File: config.mk
export PLATFORM = sky130hd
export DESIGN_NAME = fifo_pattern_writer
export DESIGN_NICKNAME = d
export VERILOG_FILES = /design/src/rtl/fifo_pattern_writer_pkg.sv /design/src/rtl/fifo_pattern_writer_sat_counter.sv /design/src/rtl/fifo_pattern_writer.sv
export SDC_FILE = /design/constraint.sdc
export NUM_CORES = 1
export LEC_CHECK = 0
export CAP_MARGIN = 20
export CORE_MARGIN = 2
export CORE_UTILIZATION = 50
export DETAILED_ROUTE_END_ITERATION = 16
export PLACE_DENSITY = 0.78
export SYNTH_ARGS = -nofsm -noshare
export SYNTH_HDL_FRONTEND = slang
export SYNTH_SLANG_ARGS = --single-unit
File: constraint.sdc
create_clock -name prg_clk -period 7.73 [get_ports prg_clk]
set_clock_uncertainty 0.15 [all_clocks]
set_input_delay 1.546 -clock prg_clk [delete_from_list [all_inputs] [get_ports prg_clk]]
set_output_delay 1.546 -clock prg_clk [all_outputs]
set_load 0.005 [all_outputs]
File: src/rtl/fifo_pattern_writer_pkg.sv
// Shared definitions for the FIFO pattern writer and related test-traffic blocks.
package fifo_pattern_writer_pkg;

    localparam int DEFAULT_DATA_W = 32;
    localparam logic [15:0] SAT_LIMIT = 16'hFFFF;

    typedef logic [1:0] state_t;

    localparam state_t ST_IDLE = 2'd0;
    localparam state_t ST_RUN  = 2'd1;
    localparam state_t ST_HOLD = 2'd2;
    localparam state_t ST_DONE = 2'd3;

endpackage

File: src/rtl/fifo_pattern_writer_sat_counter.sv
// 16-bit incrementer that sticks at SAT_LIMIT instead of wrapping.
module sat_counter
    import fifo_pattern_writer_pkg::*;
(
    input  logic        prg_clk,
    input  logic        rst,
    input  logic        inc,
    output logic [15:0] count
);

    always_ff @(posedge prg_clk or posedge rst) begin
        if (rst) begin
            count <= 16'd0;
        end else if (inc && (count != SAT_LIMIT)) begin
            count <= count + 16'd1;
        end
    end

endmodule

File: src/rtl/fifo_pattern_writer.sv
// Write-side traffic source: pushes an incrementing pattern into a FIFO and
// backs off for a hold window whenever prog_full is raised.
module fifo_pattern_writer
    import fifo_pattern_writer_pkg::*;
#(
    parameter int                DATA_W      = DEFAULT_DATA_W,
    parameter logic [DATA_W-1:0] SEED        = '0,
    parameter int                HOLD_CYCLES = 16,
    parameter int                MAX_WORDS   = 0,
    parameter int                CNT_W       = 32
) (
    input  logic              prg_clk,
    input  logic              rst,
    input  logic              enable,
    input  logic              prog_full,
    input  logic              fifo_full,
    output logic [DATA_W-1:0] fifo_din,
    output logic              fifo_wr_en,
    output logic [CNT_W-1:0]  words_written,
    output logic [15:0]       stall_cycles,
    output logic              holding,
    output logic              done
);

    localparam int HOLD_W = (HOLD_CYCLES > 1) ? $clog2(HOLD_CYCLES) : 1;
    localparam logic [HOLD_W-1:0] HOLD_LOAD = HOLD_W'(HOLD_CYCLES - 1);

    state_t             state;
    logic [DATA_W-1:0]  pattern;
    logic [HOLD_W-1:0]  hold_cnt;
    logic [CNT_W-1:0]   words_inc;
    logic               max_hit;
    logic               stall_inc;

    assign fifo_wr_en = (state == ST_RUN) && !fifo_full;
    assign fifo_din   = pattern;
    assign holding    = (state == ST_HOLD);
    assign done       = (state == ST_DONE);
    assign words_inc  = words_written + CNT_W'(1);
    assign max_hit    = (MAX_WORDS != 0) && (words_inc == CNT_W'(MAX_WORDS));
    assign stall_inc  = (state == ST_HOLD) || ((state == ST_RUN) && fifo_full);

    // A write accepted on the same edge as prog_full still completes; the
    // prog_full threshold leaves room for it before the FSM backs off.
    always_ff @(posedge prg_clk or posedge rst) begin
        if (rst) begin
            state         <= ST_IDLE;
            pattern       <= SEED;
            words_written <= '0;
            hold_cnt      <= '0;
        end else begin
            if (fifo_wr_en) begin
                pattern       <= pattern + DATA_W'(1);
                words_written <= words_inc;
            end
            case (state)
                ST_IDLE: begin
                    if (enable) begin
                        state         <= ST_RUN;
                        words_written <= '0;
                    end
                end
                ST_RUN: begin
                    if (!enable) begin
                        state <= ST_IDLE;
                    end else if (fifo_wr_en && max_hit) begin
                        state <= ST_DONE;
                    end else if (prog_full) begin
                        state    <= ST_HOLD;
                        hold_cnt <= HOLD_LOAD;
                    end
                end
                ST_HOLD: begin
                    if (!enable) begin
                        state <= ST_IDLE;
                    end else if (hold_cnt == '0) begin
                        if (!prog_full) begin
                            state <= ST_RUN;
                        end
                    end else begin
                        hold_cnt <= hold_cnt - HOLD_W'(1);
                    end
                end
                ST_DONE: begin
                    if (!enable) begin
                        state <= ST_IDLE;
                    end
                end
                default: state <= ST_IDLE;
            endcase
        end
    end

    sat_counter u_stall_counter (
        .prg_clk (prg_clk),
        .rst     (rst),
        .inc     (stall_inc),
        .count   (stall_cycles)
    );

endmodule

==> results.md <==
* Status: complete, no violations
* Worst-margin pin slew at 0.814 ns
* Grt total ovfl at 0
* Vias at 3667
* Final Cycle Share at 67.3%
* Clock buffer depth at 2
* Register area share after synthesis at 49.6%
* WS Path Type: in -> out
* Largest net degree at the start of global routing at 87
* Pleak at 2.26 nW
* Mapped Nets at roughly 440
* Total setup buffers inserted after CTS at 0
* DRT iter0 DRCs at slightly below 200
* Max-slew headroom at 45.2%
* Placed Cells at between 600 and 700
* Post-synthesis async set-or-reset flop share at 100%
* Initial antenna violation count at 0
* Critical Path Source Type: primary input
* Worst skew pair latency at between 0.3 and 0.4 ns
* Critical Path End Type: output pin
* Final Hold Vio Count at 0
* Wire length per cell at 15.7 um
* Die Width at 97.1 um
* Num CTS Buffers at 9
* Max rail drop VDD at between 0.15 and 0.2 mV
* Distinct cells, synth at 50
* Max Slew Vio Count at 0
* Maximum clock rate at 192 MHz
* Worst path cell trace: clkdlybuf4s50_1 > or3b_1 > inv_1 > clkdlybuf4s50_1
* Die area at approximately 9400 um2
* Total Routing Usage GR at 21.4%
* First-pass GRT wire length at about 17000 um
* Sink Count at 86
* Root buffer cell: clkbuf_8
* Row cnt at 33
* Synthesis warning total at 0
* Area Growth Syn to Fin at 27.8%
* Reg clk slew, reported paths at 0.09 ns
* Number of global-route vias before repair at 3516
* Pwr dens at 190 nW/um2
* Max incr delay on CP at approximately 0.60 ns
* Max Cap Viol at 0
* Min-delay worst type: reg -> reg
* Placeable Area at about 8300 um2
* Die Ht at between 90 and 100 um
* Nets at 526
* CP arrival at 3.51 ns
* Final setup fails at 0
* Hpwl dp at 6890 um
* Length of the first detailed-routing pass in iterations at 6
* Vias/cell at about 5.8
* Share of cells above drive strength 1 at 6.13%
* Diode count at 0
* I/O pin count at 88
* Post-synthesis cell area at 4340 um2
* Most frequent CP cell: clkdlybuf4s50_1
* Routability cong. at around 0.82
* Setup_tns at 0 ns
* H-tree levels at 3
* Post-synth EDFFs at 0
* Worst path slowest cell: clkdlybuf4s50_1
* Initial Utilization at 52.2%
* # DRC at 0
* CTS tree: done
* Critical Path RT at slightly above 6 ns
* Detail Route Antenna Nets at 0
* Peak fanout along the critical path at 11
* RSZ-0062 raised after global routing: false
* Mapped Cells at between 400 and 500
* Tmin final at 5.20 ns
* Main synth FF type: dfrtp_1
* PostCTS Resize Cnt at 0
* PortBufs at between 80 and 90
* Routed wire length at 9870 um
* CTS Hold Bufs at 0
* Syn avg cell area at about 10 um2
* Synth Register Bits at 86
* Layout Cells excl Fill at 627
## layer usage
| metal | share of wire, % | up-vias | track usage, % |
|---|---|---|---|
| li1 | - | 1759 | - |
| met1 | 46 | 1819 | 29.1 |
| met2 | 49 | 77 | 34.8 |
| met3 | 3.9 | 12 | 4.68 |
| met4 | 1.6 | 0 | 5.74 |
| met5 | 0 | - | 0 |
## worst max-delay path: cells and delay by family
family        cells  cell delay [ns]
buf+inv           3             1.44
simple gates      1             0.52
## path summary, 6_finish.rpt
| kind | slack [ns] | start | depth (start not counted) | endpoint |
|---|---|---|---|---|
| setup / recovery | 2.53 | fifo_full | 4 | fifo_wr_en |
| hold / removal | 0.33 | fifo_din[31] | 1 | fifo_din[31] |
| setup reg to reg | 5.07 | state[0] | 5 | words_written[26] |
| hold reg to reg | 0.33 | fifo_din[31] | 1 | fifo_din[31] |
| max in group asynchronous | 5.33 | rst | 4 | words_written[26] |
| min in group asynchronous | 1.48 | rst | 3 | hold_cnt[0] |
## cells in the mapped netlist, types with 2 or more instances
cell type  number  share of area (%)
nand4b_1        4               0.81
nand2_1        36                3.1
ha_1            4                1.2
and4_1          9                1.8
buf_6           2               0.52
xnor2_1        32                6.5
a21oi_1        25                2.9
buf_1           2               0.17
or3_1           9                1.3
and3_1          8                1.2
mux2i_1         3               0.69
clkbuf_1        8               0.69
nor2_1         17                1.5
o21a_1          2               0.35
a211oi_1        2               0.35
nand4_1        25                3.6
or4_1          10                1.7
inv_1           8               0.69
or2_2           6               0.87
xor2_1         21                4.2
o31ai_1         9                1.6
a2111oi_0       3               0.61
a21boi_0        2               0.35
and2_1          7                1.0
o21ai_0        12                1.4
nor3_1         13                1.5
a31oi_1         2               0.29
nor4_1         12                1.7
dfrtp_1        86                 50
buf_4           2               0.35
nand3_1        29                3.3
## sequential cells by signal, indices dropped and copies added, names as in the netlist
signal                 flops
fifo_din                  32
words_written             32
u_stall_counter.count     16
hold_cnt                   4
state                      2
## power by group
part           switching, mW  total [mW]  internal [mW]  leakage, nW
combinational         0.0752       0.171         0.0961        0.991
sequential            0.0566       0.543          0.487         1.16
clock                  0.167       0.337          0.170        0.107
total                  0.299        1.05          0.753         2.26
## metrics by stage
stage	total power [mW]	util, %	hold slack (ns)	area [um2]	worst slack [ns]
floorplan	0.626	-	0.318	4340	3.78
global placement	0.712	63.5	0.311	5270	2.58
detailed placement	0.719	63.5	0.323	5270	2.54
CTS	1.06	66.1	0.337	5490	2.53
global route	1.10	66.7	0.361	5540	2.46
finish	1.05	66.7	0.331	5540	2.53
## area by class of cell
| type | instances | area, um2 |
|---|---|---|
| flip-flops and latches | 86 | 2150 |
| fillers | 669 | 2760 |
| clock inverters | 5 | 63.8 |
| clock buffers | 11 | 151 |
| inverters | 8 | 31.3 |
| multi-input cells | 321 | 2080 |
| repair buffers | 91 | 931 |
| well taps | 105 | 131 |
## placed cells by master, fill, tap and decap left out, types with 3 or more instances in the layout
master	instances
clkdlybuf4s50_1	87
dfrtp_1	86
nand2_1	36
xnor2_1	32
nand3_1	29
nand4_1	25
a21oi_1	25
xor2_1	21
nor2_1	17
nor3_1	13
o21ai_0	12
nor4_1	12
clkbuf_8	11
or4_1	10
and4_1	9
or3_1	9
o31ai_1	9
and3_1	8
and2_1	7
inv_1	7
or2_2	6
nand4b_1	4
ha_1	4
a2111oi_0	3
mux2i_1	3
## cells by family (layout without fill, tap and decap cells)
kind of cell,count (synthesis),after routing,share of synthesized area (%)
AND/OR/NAND/NOR,196,196,26.0
buffers and inverters,22,115,2.42
multiplexers,4,4,0.952
AO/OA/AOI/OAI,64,64,9.15
flip-flops,86,86,49.6
adder cells (fa/ha/maj),4,4,1.15
XOR/XNOR,53,53,10.7
(Power assumes the default switching activity.)
